[src/rtl/alu_serial_engine.sv]
// Bit-serial ALU: accepts {op,a,b}, evaluates one bit slice per cycle LSB first,
// then presents result and flags until the consumer takes them.
module alu_serial_engine #(
  parameter int unsigned WIDTH = 32
) (
  input  logic             clk,
  input  logic             rst_n,
  input  logic             in_valid,
  output logic             in_ready,
  input  logic [2:0]       op,
  input  logic [WIDTH-1:0] a,
  input  logic [WIDTH-1:0] b,
  output logic             out_valid,
  input  logic             out_ready,
  output logic [WIDTH-1:0] result,
  output logic             carryout,
  output logic             overflow,
  output logic             zero
);

  localparam int unsigned IW   = (WIDTH > 2) ? $clog2(WIDTH) : 1;
  localparam logic [IW-1:0] LAST = IW'(WIDTH - 1);

  typedef enum logic [1:0] {IDLE, RUN, DONE} state_t;

  state_t           state;
  state_t           state_d;
  logic             in_ready_d;
  logic             out_valid_d;

  logic [WIDTH-1:0] a_q;
  logic [WIDTH-1:0] b_q;
  logic [WIDTH-1:0] acc;
  logic [2:0]       sel_q;
  logic             invta_q;
  logic             invtb_q;
  logic             carry;
  logic [IW-1:0]    idx;

  logic [2:0]       sel_e;
  logic             invta_e;
  logic             invtb_e;
  logic             cin_e;

  logic             accept;
  logic             last;
  logic             a1;
  logic             b1;
  logic             sum;
  logic             cnext;
  logic             bit_val;
  logic [WIDTH-1:0] res_word;

  assign accept = in_valid && in_ready;
  assign last   = (state == RUN) && (idx == LAST);

  // Opcode to slice controls {sel, invta, invtb, cin0}
  always_comb begin
    sel_e   = 3'd0;
    invta_e = 1'b0;
    invtb_e = 1'b0;
    cin_e   = 1'b0;
    case (op)
      3'd0: sel_e = 3'd0;
      3'd1: begin sel_e = 3'd0; invtb_e = 1'b1; cin_e = 1'b1; end
      3'd2: sel_e = 3'd2;
      3'd3: begin sel_e = 3'd3; invtb_e = 1'b1; cin_e = 1'b1; end
      3'd4: begin sel_e = 3'd4; invta_e = 1'b1; invtb_e = 1'b1; end
      3'd5: sel_e = 3'd5;
      3'd6: sel_e = 3'd6;
      default: begin sel_e = 3'd7; invta_e = 1'b1; invtb_e = 1'b1; end
    endcase
  end

  // One bit slice of the current index
  always_comb begin
    a1    = a_q[idx] ^ invta_q;
    b1    = b_q[idx] ^ invtb_q;
    sum   = a1 ^ b1 ^ carry;
    cnext = (a1 & b1) | (a1 & carry) | (b1 & carry);
    case (sel_q)
      3'd0, 3'd1, 3'd3: bit_val = sum;
      3'd2:             bit_val = a_q[idx] ^ b_q[idx];
      3'd4, 3'd6:       bit_val = ~(a1 | b1);
      default:          bit_val = ~(a1 & b1);
    endcase
  end

  // Final word at the MSB; SLT collapses to the signed-less-than bit
  always_comb begin
    res_word      = acc;
    res_word[idx] = bit_val;
    if (sel_q == 3'd3) begin
      res_word = WIDTH'(sum ^ carry ^ cnext);
    end
  end

  // State register; handshake outputs registered from the next state
  always_ff @(posedge clk) begin
    if (!rst_n) begin
      state     <= IDLE;
      in_ready  <= 1'b1;
      out_valid <= 1'b0;
    end else begin
      state     <= state_d;
      in_ready  <= in_ready_d;
      out_valid <= out_valid_d;
    end
  end

  always_comb begin
    state_d = state;
    case (state)
      IDLE:    if (accept) state_d = RUN;
      RUN:     if (last) state_d = DONE;
      DONE:    if (out_ready) state_d = IDLE;
      default: state_d = IDLE;
    endcase
  end

  always_comb begin
    in_ready_d  = 1'b0;
    out_valid_d = 1'b0;
    if (state_d == IDLE) in_ready_d = 1'b1;
    if (state_d == DONE) out_valid_d = 1'b1;
  end

  // Operand latch, serial evaluation and result/flag capture
  always_ff @(posedge clk) begin
    if (!rst_n) begin
      a_q      <= '0;
      b_q      <= '0;
      acc      <= '0;
      sel_q    <= 3'd0;
      invta_q  <= 1'b0;
      invtb_q  <= 1'b0;
      carry    <= 1'b0;
      idx      <= '0;
      result   <= '0;
      carryout <= 1'b0;
      overflow <= 1'b0;
      zero     <= 1'b0;
    end else if (accept) begin
      a_q     <= a;
      b_q     <= b;
      sel_q   <= sel_e;
      invta_q <= invta_e;
      invtb_q <= invtb_e;
      carry   <= cin_e;
      idx     <= '0;
    end else if (state == RUN) begin
      acc[idx] <= bit_val;
      carry    <= cnext;
      if (last) begin
        result   <= res_word;
        zero     <= (res_word == '0);
        carryout <= (sel_q == 3'd0) & cnext;
        overflow <= (sel_q == 3'd0) & (carry ^ cnext);
      end else begin
        idx <= idx + IW'(1);
      end
    end
  end

endmodule

[config.mk]
export PLATFORM = sky130hd
export DESIGN_NAME = alu_serial_engine
export DESIGN_NICKNAME = d
export VERILOG_FILES = /design/src/rtl/alu_serial_engine.sv
export SDC_FILE = /design/constraint.sdc
export NUM_CORES = 1
export LEC_CHECK = 0
export BUFFER_PORTS_ARGS = -buffer_cell sky130_fd_sc_hd__buf_2
export CORE_MARGIN = 4
export CORE_UTILIZATION = 45
export CTS_CLUSTER_DIAMETER = 120
export DETAILED_ROUTE_END_ITERATION = 10
export HOLD_SLACK_MARGIN = 0.08
export PLACE_DENSITY = 0.66
export SYNTH_ARGS = -nofsm -noshare
export SYNTH_HDL_FRONTEND = slang
export SYNTH_SLANG_ARGS = --single-unit
[constraint.sdc]
create_clock -name clk -period 5.1 [get_ports clk]
set_input_delay 0.51 -clock clk [delete_from_list [all_inputs] [get_ports clk]]
set_output_delay 0.51 -clock clk [all_outputs]
set_load 0.03 [all_outputs]
Yosys cells after proc, flatten, opt, wreduce, memory -nomap -nowiden
Index checks and enable logic that the tools add are counted.
- bitwise logic cells: 21
- $mul: 0
- reduce and logical (&&, ||, !) cells: 19
- add/subtract/negate cells: 1
- divide/modulo/power cells: 0
- equal/unequal tests: 15
- mux-type cells: 21
- order comparisons: 2
- shift-type cells: 0
- operators by type and width (operator ; number):
    32-bit bitwise mux ; 1
    32-bit logical NOT ; 1
    32-bit 2-to-1 mux ; 1
    3-bit case mux with 6 select lines ; 1
    3-bit equality test, second input constant ; 5
    3-bit by 2-bit equality test with 1-bit output, second input constant ; 4
    1-bit binary-select mux with 5-bit select ; 2
    1-bit 2-to-1 mux ; 10
    2-bit OR reduction ; 4
    1-bit XOR ; 8
    3-bit by 1-bit equality test with 1-bit output, second input constant ; 2
    3-bit logical NOT ; 2
    5-bit by 6-bit < comparator with 1-bit output, second input constant ; 1
    2-bit 2-to-1 mux ; 3
    2-bit case mux with 3 select lines ; 1
    6-bit OR reduction ; 1
    5-bit by 1-bit adder with 5-bit output, second input constant ; 1
    1-bit AND ; 5
    1-bit demux with 5-bit select ; 1
    5-bit equality test, second input constant ; 1
    5-bit by 1-bit >= comparator with 1-bit output, second input constant ; 1
    1-bit inverter ; 5
    2-bit equality test, second input constant ; 2
    2-bit logical NOT ; 2
    other kinds (9) ; 14
- bits in registers: 146
- output and inout bits: 37
- bits in read-only memories: 0
- RAM bits: 0
- memories: 0
- bits in latches: 0
- bits of input ports: 71
- word-level logic and storage cells: 94

Depth between registers and ports, before layout
Gate-level depths: netlist of the first run.
- depth after elaboration: 9
- mapped depth: 20
- gate-level depth less buffers: 16

Worst setup path before layout of the first run
Ideal clock, no wire load.
- path type: register to register
- from: register idx[3]
- to: register zero
- period minus slack after synthesis: 3.624 ns
- library setup time: 0.116 ns
- arrival: 3.508 ns
- required time: 4.984 ns
- buffers on the path: 3
- cell stages (with the launch flop): 19
- slack: 1.476 ns
- cells stage by stage: dfxtp_1 -> buf_4 -> or3b_1 -> o22ai_1 -> nor2_1 -> o2111ai_1 -> nor2_1 -> xnor2_1 -> inv_1 -> fa_1 -> a21oi_1 -> a31oi_1 -> a31o_1 -> o41a_4 -> buf_6 -> buf_6 -> a311oi_2 -> nor2_1 -> a41o_1
- word-level cells in the longest chain between the ends: 9
- elaborated cells between the ends (all ways): 31
- those cells by class: 2 x order compare; 1 x eq/ne; 9 x mux; 15 x bitwise; 4 x reduce/logical
- RTL lines (what ; line ; text):
    start: declaration ; 38 ; logic [IW-1:0] idx;
    start signal: assignment ; 160 ; idx <= idx + IW'(1);
    1-bit binary-select mux with 5-bit select, on equally long branches ; 77, 83, 78 ;
    1-bit 2-to-1 mux, on equally long branches ; 77, 83, 78 ;
    1-bit XOR, on equally long branches ; 77, 78 ;
    1-bit XOR, or another cell as far along (2 in a row) ; 79 ; sum = a1 ^ b1 ^ carry;
    1-bit case mux with 3 select lines, or another cell as far along ; 81 ; case (sel_q)
    32-bit bitwise mux or 1-bit XOR (tied branches) ; 92, 94 ;
    32-bit 2-to-1 mux ; 93 ; if (sel_q == 3'd3) begin
    32-bit logical NOT ; 156 ; zero <= (res_word == '0);
    end signal: assignment ; 156 ;
    end: declaration ; 18 ; output logic zero
Several ways; a longest one is shown, not always the timed one. The select of a mux whose other input is x is not followed.
A chain may end at the register's enable or synchronous reset.

Worst setup path in the final report of the first run
Ends and elaborated chain as after synthesis.

==> results of run 1 <==
[how the worst min path moves through the flow]
stage | end | slack, ps | cells past startpoint
after floorplan | b_q[26] | 430 | 2
after global placement | a_q[12] | 440 | 2
after detailed placement | a_q[16] | 450 | 2
after CTS | a_q[10] | 310 | 3
after global routing | a_q[27] | 320 | 3
final | b_q[28] | 320 | 3
[placed cells by master, fill, tap and decap left out, drive strengths merged, types with 7 or more instances in the layout]
| cell | count |
|---|---|
| o21ai | 20 |
| clkbuf | 19 |
| a311o | 12 |
| mux2i | 32 |
| buf | 121 |
| a21oi | 140 |
| nand2 | 170 |
| nor2 | 71 |
| inv | 14 |
| dfxtp | 146 |
| o22ai | 11 |
| nor3 | 14 |
| a311oi | 33 |
| and3 | 8 |
| a22oi | 15 |
| nand3 | 7 |
[logic make-up (layout without fill, tap and decap cells)]
family | Yosys count | count (layout) | synth area share [%]
AOI/OAI and AO/OA | 261 | 262 | 24.2
buffers and inverters | 93 | 165 | 5.74
and+or+nand+nor | 305 | 305 | 19.3
xor gates and xnor gates | 8 | 8 | 1.02
adders and majority gates | 8 | 8 | 1.68
DFF | 146 | 146 | 42.7
muxes | 35 | 35 | 5.34
[state kept, by name, summed over array words and instances, names as in the netlist]
| signal | flops |
|---|---|
| a_q | 32 |
| acc | 32 |
| b_q | 32 |
| result | 32 |
| idx | 5 |
| sel_q | 3 |
| state | 2 |
| carry | 1 |
| carryout | 1 |
| in_ready | 1 |
| invta_q | 1 |
| invtb_q | 1 |
| out_valid | 1 |
| overflow | 1 |
| zero | 1 |
[layer usage]
metal	track usage [%]	wire (um)	vias up
li1	-	-	3157
met1	27.8	8440	2943
met2	34.6	9030	180
met3	4.55	980	29
met4	8.46	403	0
met5	0	0	-
[what timing repair did]
action                                  CTS  global route
resized for setup                         0             2
hold buffers                              0             0
endpoints found under the setup margin    0             1
[worst max-delay path, stage by stage, from the launching register on]
cell and delay, ps:
dfxtp_1 680, or3b_4 480, o22ai_1 180, nor3_1 80
o211ai_2 200, xor2_1 520, inv_1 150, fa_1 550
a21oi_1 60, a31oi_1 150, a31o_1 190, o41a_4 410
a311o_1 250, nand4_1 110, nor4_1 430, a41o_1 210
[through the flow]
step,utilization [%],hold slack (ps),instance area (um^2),setup WS [ps],cells
global route,54.4,323,8000,123,1113
CTS,54.3,313,7980,277,1112
global placement,50.2,441,7390,362,1080
floorplan,-,433,6850,1480,856
finish,54.4,325,8000,376,1113
detailed placement,50.2,446,7390,281,1080
[report_power, final]
group | internal [uW] | total, uW | switching, uW
combinational | 101 | 320 | 219
clock | 769 | 1270 | 497
sequential | 1180 | 1200 | 25.3
total | 2050 | 2790 | 741
[area by class of cell]
class	instances	area, um^2	area share, %
clock inverters	13	159	1.99
multi-input cells	618	3560	44.5
well taps	184	230	2.88
flip-flops and latches	146	2930	36.6
clock buffers	19	433	5.41
repair buffers	121	641	8.01
inverters	12	47.5	0.594
==> summary.md, run 1 <==
| Metric | Value |
|---|---|
| Final setup viols | `0` |
| Fmax | `212 MHz` |
| IO buf count | `107` |
| Post-synth top area share | `42.7%` |
| Syn Inst Count | `856` |
| Worst EP required | `5470 ps` |
| Worst-Margin Slew | `1140 ps` |
| Ratio of final minimum period to clock period | `92.6%` |
| End of the critical path | `zero` |
| GP Congestion | `0.851` |
| First-pass GRT wire length | `30,400 um` |
| Post-synth ARST share | `0%` |
| Final Hold Vio Count | `0` |
| Synth area leaders | `dfxtp_1 (43%), a21oi_1 (10%), nand2_1 (9.3%)` |
| Rows | `44` |
| Post-DRT Antenna Nets | `0` |
| Drt wl/cell | `16.9 um` |
| Drt initial violations | `488` |
| TNS Setup | `0 ps` |
| Dominant synthesized flop cell | `dfxtp_1` |
| Fin crit period | `4720 ps` |
| Die Footprint | `17,200 um^2` |
| DRC Markers | `0` |
| Synth cell count leaders | `nand2_1 (170), dfxtp_1 (146), a21oi_1 (140)` |
| Die Span X | `131 um` |
| 1st-pass router iterations | `6` |
| I/O Pins | `108` |
| Final Max Tran Viols | `0` |
| RSZ-0062 raised after global routing | `false` |
| Reg2reg path depth | `15` |
| Yosys warns | `0` |
| Kind of end point of the critical path | `flip-flop` |
| CTS tree | `built` |
| Initial Utilization | `46.6%` |
| Peak supply drop | `0.226 mV` |
| Post-synthesis register bit count | `146` |
| Deepest clock path buffer count | `2` |
| Nets | `995` |
| Total power divided by cell area | `349 nW/um^2` |
| Yosys cell types | `58` |
| Layout cell share with drive strength beyond 1 | `18.5%` |
| Status | `finished, final reports clean` |
| Setup Fix Bufs, Post-CTS | `0` |
| Critical path launch point type | `flip-flop` |
| Initial antenna violation count | `0` |
| Yosys top cell by area | `dfxtp_1` |
| Worst r2r src | `idx[3]` |
| Max Cap Violations | `0` |
| Pleak | `0.00302 uW` |
| Slew HR | `24.0%` |
| Grt ovf | `0` |
| Mapped cell area | `6850 um^2` |
| Clk_skew | `7.82 ps` |
| Worst R2R End | `zero` |
| CTS Buf Count | `17` |
| Core area | `14,700 um^2` |
| Vert. Die Dim | `131 um` |
| Final WL | `18,900 um` |
| Synthesized area per cell | `8.00 um^2` |
| DP HPWL | `12,600 um` |
| ANT cells | `0` |
| Most common cell in the netlist | `nand2_1` |
| Via count | `6,309` |
| Area growth, synth to finish | `16.9%` |
| GRT Resource Usage Total | `21.3%` |
| CP Class | `flip-flop to flip-flop` |
| Critical path peak fanout | `33` |
| Register area share after synthesis | `42.7%` |
| Setup crit start | `idx[3]` |
| Worst-path clk slew | `60 ps` |
| Power Total | `2790 uW` |
| Number of global-route vias before repair | `5,923` |
| Clk Latency, worst-skew pair | `420 ps` |
| Pin count of the biggest net entering global routing | `105` |
| Clock root buffer | `clkbuf_16` |
| CTS Sinks | `146` |
| CTS H-tree lvls | `4` |
| Critical Path AT | `5090 ps` |
| Worst Hold Launch | `b[28]` |
| Hold Path Class | `input port to flip-flop` |
| Syn Nets | `935` |
| Number of synthesized flops with an enable pin | `0` |
| Fillers | `1,403` |
| Via/cell ratio | `5.67` |
| Setup slack, reg-to-reg | `380 ps` |
(Power assumes the default switching activity.)
==> run 2: changes to the inputs <==
--- a/config.mk
+++ b/config.mk
@@ -12,6 +12,7 @@
 export DETAILED_ROUTE_END_ITERATION = 10
 export HOLD_SLACK_MARGIN = 0.08
 export PLACE_DENSITY = 0.66
+export SETUP_SLACK_MARGIN = 0.4
 export SYNTH_ARGS = -nofsm -noshare
 export SYNTH_HDL_FRONTEND = slang
 export SYNTH_SLANG_ARGS = --single-unit
==> summary.md, run 2 (same netlist as run 1, synthesis figures left out) <==
| Metric | Value |
|---|---|
| Worst-path clk slew | `60 ps (about the same)` |
| TNS Setup | `0 ps (unchanged)` |
| ANT cells | `0 (unchanged)` |
| Drt wl/cell | `17.0 um (was 16.9 um)` |
| Clk Latency, worst-skew pair | `420 ps (about the same)` |
| Critical path peak fanout | `17 (was 33)` |
| Via/cell ratio | `5.67 (about the same)` |
| Final Max Tran Viols | `0 (unchanged)` |
| Worst r2r src | `idx[4] (was idx[3])` |
| CTS Buf Count | `17 (unchanged)` |
| Net Sw Frac | `26.6% (about the same)` |
| Layout cell share with drive strength beyond 1 | `19.2% (was 18.5%)` |
| Fillers | `1,406 (was 1,403)` |
| Initial antenna violation count | `0 (unchanged)` |
| Pin count of the biggest net entering global routing | `105 (unchanged)` |
| Core area | `14,700 um^2 (unchanged)` |
| Clk_skew | `9.54 ps (was 7.82 ps)` |
| Total power divided by cell area | `349 nW/um^2 (about the same)` |
| Setup slack, reg-to-reg | `680 ps (was 380 ps)` |
| Kind of end point of the critical path | `flip-flop (unchanged)` |
| Reg2reg path depth | `16 (was 15)` |
| Post-DRT Antenna Nets | `0 (unchanged)` |
| Final setup viols | `0 (unchanged)` |
| Critical path launch point type | `flip-flop (unchanged)` |
| Logic pwr share | `12.2% (was 11.5%)` |
| Initial Utilization | `46.6% (unchanged)` |
| Final Hold Vio Count | `0 (unchanged)` |
| Worst Hold Launch | `b[28] (unchanged)` |
| Grt ovf | `0 (unchanged)` |
| Slew HR | `24.0% (about the same)` |
| Worst-Margin Slew | `1140 ps (about the same)` |
| Hold WS | `327 ps (was 325 ps)` |
| Clock root buffer | `clkbuf_16 (unchanged)` |
| CTS H-tree lvls | `4 (unchanged)` |
| I/O Pins | `108 (unchanged)` |
| Rows | `44 (unchanged)` |
| Most frequent cells in the layout | `nand2_1 (169), dfxtp_1 (144), a21oi_1 (140), buf_2 (107), nor2_1 (71) (was nand2_1 (169), dfxtp_1 (145), a21oi_1 (140), buf_2 (107), nor2_1 (71))` |
| Hold Path Class | `input port to flip-flop (unchanged)` |
| Seq pwr share | `42.8% (was 43.1%)` |
| Fmax | `226 MHz (was 212 MHz)` |
| DP HPWL | `12,600 um (unchanged)` |
| Die Span X | `131 um (unchanged)` |
| Top delay family on crit path | `compound AO/OA/AOI/OAI gates (unchanged)` |
| Worst EP required | `5470 ps (about the same)` |
| Cell mode on critical path | `nor2_1` |
| Clock power frac | `44.9% (was 45.4%)` |
| Pleak | `0.00304 uW (was 0.00302 uW)` |
| Area of the multi-input gates | `3580 um^2 (was 3560 um^2)` |
| Hold buffers post-CTS | `0 (unchanged)` |
| Dpl cells | `1,080 (unchanged)` |
| Area growth, synth to finish | `17.6% (was 16.9%)` |
| Peak supply drop | `0.219 mV (was 0.226 mV)` |
| CP max-delay cell | `dfxtp_1 (unchanged)` |
| Max Cap Violations | `0 (unchanged)` |
| Vert. Die Dim | `131 um (unchanged)` |
| Deepest clock path buffer count | `2 (unchanged)` |
| Cell Chain, Critical Path | `or3b_1, o22ai_1, nor2_1, o2111ai_1, nor2_1, xnor2_2, inv_1, fa_1, a21oi_1, a31oi_1, a31o_1, o41a_4, a311o_1, nand4_1, nor4_1, a41o_1 (was or3b_4, o22ai_1, nor3_1, o211ai_2, xor2_1, inv_1, fa_1, a21oi_1, a31oi_1, a31o_1, o41a_4, a311o_1, nand4_1, nor4_1, a41o_1)` |
| Register Area | `2930 um^2 (about the same)` |
| Fin crit period | `4420 ps (was 4720 ps)` |
| Die Footprint | `17,200 um^2 (unchanged)` |
| Finished Layout Cells | `1,118 (was 1,113)` |
| Via count | `6,335 (was 6,309)` |
| Nets | `1,000 (was 995)` |
| Hold Path Depth | `3 (unchanged)` |
| GP Congestion | `0.851 (unchanged)` |
| Critical Path AT | `4790 ps (was 5090 ps)` |
| IO buf count | `107 (unchanged)` |
| Buffers & Inverters on Critical Path | `1 (unchanged)` |
| First-pass GRT wire length | `30,900 um (was 30,400 um)` |
| Status | `finished, final reports clean (unchanged)` |
| Final WL | `19,000 um (was 18,900 um)` |
| Commonest non-fill, non-tap cell in the layout | `nand2_1 (unchanged)` |
| NetSw | `747 uW (was 741 uW)` |
| CP Class | `flip-flop to flip-flop (unchanged)` |
| CTS tree | `built (unchanged)` |
| GRT Resource Usage Total | `21.7% (was 21.3%)` |
| Worst R2R End | `zero (unchanged)` |
| Internal power | `2060 uW (was 2050 uW)` |
| RSZ-0062 raised after global routing | `false (unchanged)` |
| Number of global-route vias before repair | `5,967 (was 5,923)` |
| Worst path max stage delay | `510 ps (was 680 ps)` |
| Drt initial violations | `580 (was 488)` |
| 1st-pass router iterations | `5 (was 6)` |
| Hold path endpoint | `b_q[28] (unchanged)` |
| CTS Sinks | `146 (unchanged)` |
| DRC Markers | `0 (unchanged)` |
| Ratio of final minimum period to clock period | `86.6% (was 92.6%)` |
[run 2: cell count changes in the layout (fill, tap and decap cells not counted)]
| cell | change |
|---|---|
| xor2_2 | +1 |
| o41a_2 | +1 |
| buf_4 | +4 |
| xor2_1 | -1 |
| dfxtp_2 | +1 |
| dfxtp_1 | -1 |
[run 2: cell type report]
cell class | count | area share, %
clock buffers | 19 | 5.38
well taps | 184 | 2.86
flip-flops and latches | 146 | 36.4
inverters | 12 | 0.591
multi-input cells | 619 | 44.5
clock inverters | 13 | 1.97
repair buffers | 125 | 8.33
[run 2: how the worst max path moves through the flow]
stage,to,from,cells past startpoint,slack [ps]
after floorplan,zero,idx[3],18,1480
after global placement,zero,idx[1],17,360
after detailed placement,zero,idx[1],17,280
after CTS,zero,idx[3],15,440
after global routing,zero,idx[1],17,450
final,zero,idx[4],16,680
[run 2: per-stage QoR]
stage	utilization [%]	worst slack, ps	total power, uW	area, um^2
global placement	50.2	362	1530	7390
CTS	54.4	440	2800	8000
detailed placement	50.2	281	1530	7390
finish	54.8	681	2810	8050
floorplan	-	1480	1470	6850
global route	54.8	451	2920	8050
[run 2: worst register-to-register path: stages, from the launching register on]
cell       delay, ps
dfxtp_1          510
or3b_1           490
o22ai_1          200
nor2_1            70
o2111ai_1        310
nor2_1           130
xnor2_2          290
inv_1             90
fa_1             510
a21oi_1           60
a31oi_1          150
a31o_1           240
o41a_4           330
a311o_1          230
nand4_1          110
nor4_1           430
a41o_1           220
[run 2: metal layers]
layer	vias up	share of wire (%)	global-route usage [%]
li1	3171	-	-
met1	2931	44	28.3
met2	205	48	35.0
met3	28	6.0	5.24
met4	0	2.1	8.58
met5	-	0	0
[run 2: power by group through the flow]
stage          clock network [uW]  registers, uW  logic (uW)
4_1_cts                      1280           1200         318
6_report                     1260           1200         343
3_5_place_dp                    0           1230         302
3_3_place_gp                    0           1230         299
5_1_grt                      1330           1210         375
2_1_floorplan                   0           1220         247
[run 2: timing repair]
item | CTS | global route
endpoints found under the setup margin | 1 | 1
gates cloned | 1 | 1
endpoints found under the hold margin | 0 | 0
resized for setup | 2 | 2
buffers inserted | 0 | 4
pin swaps | 0 | 1
